`src/rtl/multicycle_seq_pkg.sv`:
```
// Shared types for the LEGv8-subset multi-cycle sequencer: opcodes, FSM states, strobe bundle.
package ctrl_pkg;

  typedef enum logic [3:0] {
    PC_INIT = 4'd0, ADDI = 4'd1, ADDS = 4'd2, BLT  = 4'd3, B    = 4'd4,
    CBZ     = 4'd5, LDUR = 4'd6, LSL  = 4'd7, LSR  = 4'd8, MUL  = 4'd9,
    STUR    = 4'd10, SUBS = 4'd11, INV = 4'd12
  } opcode_e;

  // State literals carry an S_ prefix so they do not collide with opcode MUL.
  typedef enum logic [2:0] {
    S_FETCH = 3'd0, S_DECODE = 3'd1, S_EXEC = 3'd2, S_MUL = 3'd3,
    S_MEM   = 3'd4, S_WB     = 3'd5, S_HALT = 3'd6
  } seq_state_e;

  typedef struct packed {
    logic imem_req;
    logic ir_load;
    logic pc_write;
    logic pc_src;
    logic flag_write;
    logic mul_start;
    logic dmem_req;
    logic dmem_we;
    logic reg_write;
    logic halted;
  } strobes_t;

  function automatic int unsigned cnt_width(input int unsigned n);
    return (n > 1) ? $clog2(n) : 1;
  endfunction

endpackage

```
`src/rtl/multicycle_seq_if.sv`:
```
// Sequencer <-> datapath bundle. Perf counter signals exist only with CTRL_PERF_EN.
interface multicycle_seq_if #(parameter int CNT_W = 32);
  logic [3:0] opcode;
  logic       imem_ready, dmem_ready, zero_flag, lt_flag;
  logic       imem_req, ir_load, pc_write, pc_src, flag_write;
  logic       mul_start, dmem_req, dmem_we, reg_write, halted;
  logic [2:0] state_o;
`ifdef CTRL_PERF_EN
  logic [CNT_W-1:0] retired_cnt, stall_cnt;

  modport master (
    input  opcode, imem_ready, dmem_ready, zero_flag, lt_flag,
    output imem_req, ir_load, pc_write, pc_src, flag_write,
           mul_start, dmem_req, dmem_we, reg_write, halted, state_o,
           retired_cnt, stall_cnt
  );
  modport slave (
    output opcode, imem_ready, dmem_ready, zero_flag, lt_flag,
    input  imem_req, ir_load, pc_write, pc_src, flag_write,
           mul_start, dmem_req, dmem_we, reg_write, halted, state_o,
           retired_cnt, stall_cnt
  );
`else
  modport master (
    input  opcode, imem_ready, dmem_ready, zero_flag, lt_flag,
    output imem_req, ir_load, pc_write, pc_src, flag_write,
           mul_start, dmem_req, dmem_we, reg_write, halted, state_o
  );
  modport slave (
    output opcode, imem_ready, dmem_ready, zero_flag, lt_flag,
    input  imem_req, ir_load, pc_write, pc_src, flag_write,
           mul_start, dmem_req, dmem_we, reg_write, halted, state_o
  );
`endif
endinterface

```
`src/rtl/multicycle_seq_latency_ctr.sv`:
```
// Loadable down-counter with zero flag; sticks at zero rather than wrapping.
module seq_latency_ctr #(
  parameter int W = 2
) (
  input  logic         clk,
  input  logic         reset_n,
  input  logic         load,
  input  logic         dec,
  input  logic [W-1:0] load_val,
  output logic [W-1:0] cnt,
  output logic         zero
);

  assign zero = (cnt == '0);

  always_ff @(posedge clk or negedge reset_n) begin
    if (!reset_n)         cnt <= '0;
    else if (load)        cnt <= load_val;
    else if (dec && !zero) cnt <= cnt - 1'b1;
  end

endmodule

```
`src/rtl/multicycle_seq.sv`:
```
// Multi-cycle FETCH/DECODE/EXEC/MUL/MEM/WB sequencer for the LEGv8-subset datapath.
// Optional perf counters (retired_cnt, stall_cnt) are built when CTRL_PERF_EN is defined.
module multicycle_seq #(
  parameter int MUL_CYCLES = 4,
  parameter int CNT_W      = 32
) (
  input  logic              clk,
  input  logic              reset_n,
  multicycle_seq_if.master  sq
);
  import ctrl_pkg::*;

  localparam int unsigned   CW       = cnt_width(MUL_CYCLES);
  localparam logic [CW-1:0] MUL_LAST = CW'(MUL_CYCLES - 1);

  seq_state_e    state, nxt;
  strobes_t      st, stv;
  opcode_e       op;
  logic [CW-1:0] mcnt;
  logic          mcnt_zero;

  assign op = opcode_e'(sq.opcode);

  seq_latency_ctr #(.W(CW)) u_mul_ctr (
    .clk      (clk),
    .reset_n  (reset_n),
    .load     (state == S_DECODE && nxt == S_MUL),
    .dec      (state == S_MUL),
    .load_val (MUL_LAST),
    .cnt      (mcnt),
    .zero     (mcnt_zero)
  );

  always_ff @(posedge clk or negedge reset_n) begin
    if (!reset_n) state <= S_FETCH;
    else          state <= nxt;
  end

  always_comb begin
    nxt = state;
    st  = '0;
    case (state)
      S_FETCH: begin
        st.imem_req = 1'b1;
        if (sq.imem_ready) begin
          st.ir_load = 1'b1;
          nxt        = S_DECODE;
        end
      end
      S_DECODE: begin
        if (op == PC_INIT) begin
          st.pc_write = 1'b1;
          nxt         = S_FETCH;
        end
        else if (op >= INV) nxt = S_HALT;
        else if (op == MUL) nxt = S_MUL;
        else                nxt = S_EXEC;
      end
      S_EXEC: begin
        case (op)
          ADDI, LSL, LSR: nxt = S_WB;
          ADDS, SUBS: begin
            st.flag_write = 1'b1;
            nxt           = S_WB;
          end
          LDUR, STUR: nxt = S_MEM;
          B, CBZ, BLT: begin
            st.pc_write = 1'b1;
            st.pc_src   = (op == B) ? 1'b1 : (op == CBZ) ? sq.zero_flag : sq.lt_flag;
            nxt         = S_FETCH;
          end
          default: nxt = S_HALT;
        endcase
      end
      S_MUL: begin
        // Counter only counts down, so the loaded value marks the entry cycle.
        st.mul_start = (mcnt == MUL_LAST);
        if (mcnt_zero) nxt = S_WB;
      end
      S_MEM: begin
        st.dmem_req = 1'b1;
        st.dmem_we  = (op == STUR);
        if (sq.dmem_ready) begin
          if (op == STUR) begin
            st.pc_write = 1'b1;
            nxt         = S_FETCH;
          end
          else nxt = S_WB;
        end
      end
      S_WB: begin
        st.reg_write = 1'b1;
        st.pc_write  = 1'b1;
        nxt          = S_FETCH;
      end
      S_HALT:  st.halted = 1'b1;
      default: nxt = S_FETCH;
    endcase
  end

  // Strobes must drop the moment reset asserts, even though FETCH requests imem.
  assign stv = reset_n ? st : '0;

  assign sq.imem_req   = stv.imem_req;
  assign sq.ir_load    = stv.ir_load;
  assign sq.pc_write   = stv.pc_write;
  assign sq.pc_src     = stv.pc_src;
  assign sq.flag_write = stv.flag_write;
  assign sq.mul_start  = stv.mul_start;
  assign sq.dmem_req   = stv.dmem_req;
  assign sq.dmem_we    = stv.dmem_we;
  assign sq.reg_write  = stv.reg_write;
  assign sq.halted     = stv.halted;
  assign sq.state_o    = state;

`ifdef CTRL_PERF_EN
  logic [CNT_W-1:0] retired_q, stall_q;

  always_ff @(posedge clk or negedge reset_n) begin
    if (!reset_n) begin
      retired_q <= '0;
      stall_q   <= '0;
    end
    else if (state != S_HALT) begin
      if (stv.pc_write) retired_q <= retired_q + 1'b1;
      if ((state == S_FETCH && !sq.imem_ready) || (state == S_MEM && !sq.dmem_ready))
        stall_q <= stall_q + 1'b1;
    end
  end

  assign sq.retired_cnt = retired_q;
  assign sq.stall_cnt   = stall_q;
`endif

endmodule
```
`src/flat_wrapper.sv`:
```
// flat-port wrapper written by rule: the top's interface ports become plain ports
module multicycle_seq_flat import ctrl_pkg::*;
#(
  parameter int MUL_CYCLES = 4,
  parameter int CNT_W      = 32
)
  (clk, reset_n, sq_opcode, sq_imem_ready, sq_dmem_ready, sq_zero_flag, sq_lt_flag, sq_imem_req, sq_ir_load, sq_pc_write, sq_pc_src, sq_flag_write, sq_mul_start, sq_dmem_req, sq_dmem_we, sq_reg_write, sq_halted, sq_state_o);
  multicycle_seq_if #(.CNT_W(CNT_W)) sq_i ();
  input  logic clk;
  input  logic reset_n;
  input wire logic [$bits(sq_i.opcode)-1:0] sq_opcode;
  input wire logic [$bits(sq_i.imem_ready)-1:0] sq_imem_ready;
  input wire logic [$bits(sq_i.dmem_ready)-1:0] sq_dmem_ready;
  input wire logic [$bits(sq_i.zero_flag)-1:0] sq_zero_flag;
  input wire logic [$bits(sq_i.lt_flag)-1:0] sq_lt_flag;
  output wire logic [$bits(sq_i.imem_req)-1:0] sq_imem_req;
  output wire logic [$bits(sq_i.ir_load)-1:0] sq_ir_load;
  output wire logic [$bits(sq_i.pc_write)-1:0] sq_pc_write;
  output wire logic [$bits(sq_i.pc_src)-1:0] sq_pc_src;
  output wire logic [$bits(sq_i.flag_write)-1:0] sq_flag_write;
  output wire logic [$bits(sq_i.mul_start)-1:0] sq_mul_start;
  output wire logic [$bits(sq_i.dmem_req)-1:0] sq_dmem_req;
  output wire logic [$bits(sq_i.dmem_we)-1:0] sq_dmem_we;
  output wire logic [$bits(sq_i.reg_write)-1:0] sq_reg_write;
  output wire logic [$bits(sq_i.halted)-1:0] sq_halted;
  output wire logic [$bits(sq_i.state_o)-1:0] sq_state_o;
  assign sq_i.opcode = sq_opcode;
  assign sq_i.imem_ready = sq_imem_ready;
  assign sq_i.dmem_ready = sq_dmem_ready;
  assign sq_i.zero_flag = sq_zero_flag;
  assign sq_i.lt_flag = sq_lt_flag;
  assign sq_imem_req = sq_i.imem_req;
  assign sq_ir_load = sq_i.ir_load;
  assign sq_pc_write = sq_i.pc_write;
  assign sq_pc_src = sq_i.pc_src;
  assign sq_flag_write = sq_i.flag_write;
  assign sq_mul_start = sq_i.mul_start;
  assign sq_dmem_req = sq_i.dmem_req;
  assign sq_dmem_we = sq_i.dmem_we;
  assign sq_reg_write = sq_i.reg_write;
  assign sq_halted = sq_i.halted;
  assign sq_state_o = sq_i.state_o;
  multicycle_seq #(.MUL_CYCLES(MUL_CYCLES), .CNT_W(CNT_W)) u_core (.clk(clk), .reset_n(reset_n), .sq(sq_i));
endmodule
```
`config.mk`:
```
export PLATFORM = sky130hd
export DESIGN_NAME = multicycle_seq_flat
export DESIGN_NICKNAME = d
export VERILOG_FILES = /design/src/rtl/multicycle_seq_pkg.sv /design/src/rtl/multicycle_seq_if.sv /design/src/rtl/multicycle_seq_latency_ctr.sv /design/src/rtl/multicycle_seq.sv /design/src/flat_wrapper.sv
export SDC_FILE = /design/constraint.sdc
export NUM_CORES = 1
export LEC_CHECK = 0
export BUFFER_PORTS_ARGS = -buffer_cell sky130_fd_sc_hd__clkbuf_2
export CORE_MARGIN = 10
export CORE_UTILIZATION = 50
export CTS_CLUSTER_DIAMETER = 60
export DETAILED_ROUTE_END_ITERATION = 10
export HOLD_SLACK_MARGIN = 0.06
export MAX_ROUTING_LAYER = met4
export PLACE_DENSITY = 0.79
export RECOVER_POWER = 100
export SETUP_SLACK_MARGIN = 0.4
export SLEW_MARGIN = 40
export SYNTH_ARGS = -nofsm -noshare
export SYNTH_HDL_FRONTEND = slang
export SYNTH_HIERARCHICAL = 1
export SYNTH_SLANG_ARGS = --single-unit
export TNS_END_PERCENT = 50
```
`constraint.sdc`:
```
create_clock -name clk -period 3.32 [get_ports clk]
set_clock_uncertainty 0.1 [all_clocks]
set_input_delay 0.664 -clock clk [delete_from_list [all_inputs] [get_ports clk]]
set_output_delay 0.664 -clock clk [all_outputs]
set_load 0.03 [all_outputs]
```
==> impl_metrics.toml <==
[pwr]
ir_drop_mv = 0.372
cellLeakagePower_uw = 0.000323
p_per_area_nw_per_um2 = 716

[setup_path]
required_ns = 2.56
arrival_ns = 2.03
crit_fanout = 12
criticalPathCategory = "input port to output port"
start_kind = "input port"
end_kind = "output port"
rr_worst_depth = 4

[sta]
slew_headroom_pct = 66.0
rsz0062_at_grt = "false"
setup_ws_ns = 0.525
period_minus_slack_ns = 2.79
finalSetupViolCount = 0
period_share_pct = 84.2
whs_ns = 0.258
tightest_slew_ns = 0.509
timing.setup.tns_ns = 0
max_freq_ghz = 0.358
final_hold_viol_count = 0
slew_viol_final = 0

[worst_hold_path]
hold_path_class = "input port to async pin"

[floorplanning]
ios = 23
rows = 12
dieArea_um2 = 3150
core_area_um2 = 1170
initial_core_util_pct = 55.8
fp.dieW_um = 56.1
die_height_um = 56.1

[placement]
placed_area_um2 = 731
dpl_worst_slack_ns = 0.776
port_buffers = 22
hpwl_um = 1360
place.gp.congestion = 0.840

[drt]
num_vias = 705
drtPass1Iterations = 4
ant_nets = 0
wl_um = 1750
wl_per_cell_um = 14.7
initialDrtViolationCount = 27
viasPerCell = 5.92
drc = 0

[clock_network]
cts_buffer_depth = 2
postCtsSetupBuffers = 0
postCtsHoldBufs = 0
root_buffer = "clkbuf_4"
cts_resized = 0
cts_tree = "yes"
numCtsBuffers = 3
clk_pin_slew_ns = 0.05
insertion_delay_ns = 0.23
htree_levels = 1
clkSinkCount = 5

[yosys]
ys_ff_latch = 5
synth.avg_cell_area_um2 = 7.78
synthesis.area_um2 = 653
synth.distinct_cells = 42
ys_warn_count = 6
seq_area_frac_synth_pct = 19.2
syn_inst = 84

[global_route]
gr-total-overflow = 0
first_global_vias = 658
grt_max_degree = 17
grt_pass1_wl_um = 2930
antenna_found_initial = 0
grt_usage_pct = 10.6

[cells_and_area]
syn_to_final_growth_pct = 12.6
insertedDiodeCount = 0
mostFrequentLayoutCells = "clkbuf_1, nand2_1, clkbuf_2"
final_layout_size_suffix_gt1_share_pct = 14.3
final_area_um2 = 736
nNetsFinal = 117
final_common_cell = "clkbuf_1"
fin_util_pct = 62.8

[status]
status = "completed"

[flow_run]
maxCapViolations = 0
## through the flow
stage,cells,power (uW)
2_1_floorplan,85,396
3_3_place_gp,115,458
3_5_place_dp,115,466
4_1_cts,119,536
5_1_grt,119,571
6_report,119,527
## cells by family after synthesis
logic type	Yosys count	share of synthesized area (%)
AOI/OAI and AO/OA	19	21.8
DFF	5	19.2
buffers and inverters	11	11.1
other	1	0.574
adders and majority gates	1	1.92
and+or+nand+nor	45	42.7
xor gates and xnor gates	2	2.68
## where the power goes
group          internal [uW]  total [uW]  switching [uW]
Clock                   45.3        68.2            22.9
Sequential              90.2         154            63.4
Combinational            117         305             188
## flip-flops by register name, summed over array words and instances (netlist names)
name and flops:
u_core/u_mul_ctr/cnt 2, u_core/sq.state_o 3
## final cells by class
class / instances / area, um2
clock buffers: 4 / 26.3
fillers: 109 / 435
inverters: 5 / 18.8
multi-input cells: 69 / 457
flip-flops and latches: 5 / 125
well taps: 14 / 17.5
repair buffers: 22 / 91.3
## critical path, cell delays in order
cell      delay, ns
clkbuf_1       0.39
and2b_4        0.27
a41o_1         0.24
a32o_1         0.24
clkbuf_1       0.22
## synthesized netlist by cell type (all sizes together)
| cell type | n | area share (%) |
|---|---|---|
| a21o | 1 | 1.1 |
| a21oi | 4 | 3.1 |
| a22o | 1 | 1.3 |
| a31oi | 1 | 0.96 |
| a32o | 1 | 1.5 |
| a41o | 2 | 3.1 |
| a41oi | 1 | 1.3 |
| and2 | 2 | 1.9 |
| and2b | 3 | 3.8 |
| and3 | 2 | 1.9 |
| and4 | 2 | 3.1 |
| buf | 6 | 8.2 |
| conb | 1 | 0.57 |
| dfrtp | 5 | 19 |
| ha | 1 | 1.9 |
| inv | 5 | 2.9 |
| nand2 | 9 | 5.2 |
| nand2b | 3 | 3.3 |
| nand3 | 3 | 2.3 |
| nand4 | 1 | 0.96 |
| nor2 | 6 | 3.4 |
| nor2b | 3 | 4.0 |
| nor3 | 5 | 3.8 |
| nor3b | 1 | 1.1 |
| nor4b | 2 | 3.6 |
| o211ai | 1 | 1.9 |
| o21a | 2 | 2.3 |
| o21ai | 2 | 1.5 |
| o221ai | 1 | 1.3 |
| o22ai | 1 | 0.96 |
| o311ai | 1 | 1.3 |
| or2b | 1 | 1.1 |
| or4b | 2 | 3.1 |
| xnor2 | 1 | 1.3 |
| xor2 | 1 | 1.3 |
## worst paths after layout
path                                    startpoint                       to  slack (ns)
max                                   sq_opcode[2]              sq_pc_write        0.53
min                                        reset_n     u_core/sq.state_o[2]        0.26
max reg2reg                   u_core/sq.state_o[1]  u_core/u_mul_ctr/cnt[1]        1.44
min reg2reg                u_core/u_mul_ctr/cnt[0]  u_core/u_mul_ctr/cnt[0]        0.54
max in group asynchronous                  reset_n  u_core/u_mul_ctr/cnt[1]        2.54
min in group clk           u_core/u_mul_ctr/cnt[0]  u_core/u_mul_ctr/cnt[0]        0.54
## metal layers
metal | GRT usage, % | vias up | routed length [um]
li1 | - | 341 | -
met1 | 12.3 | 331 | 721
met3 | 2.28 | 0 | 120
met5 | - | - | 0
met4 | 1.02 | 0 | 0
met2 | 18.6 | 33 | 908
(Power assumes the default switching activity.)
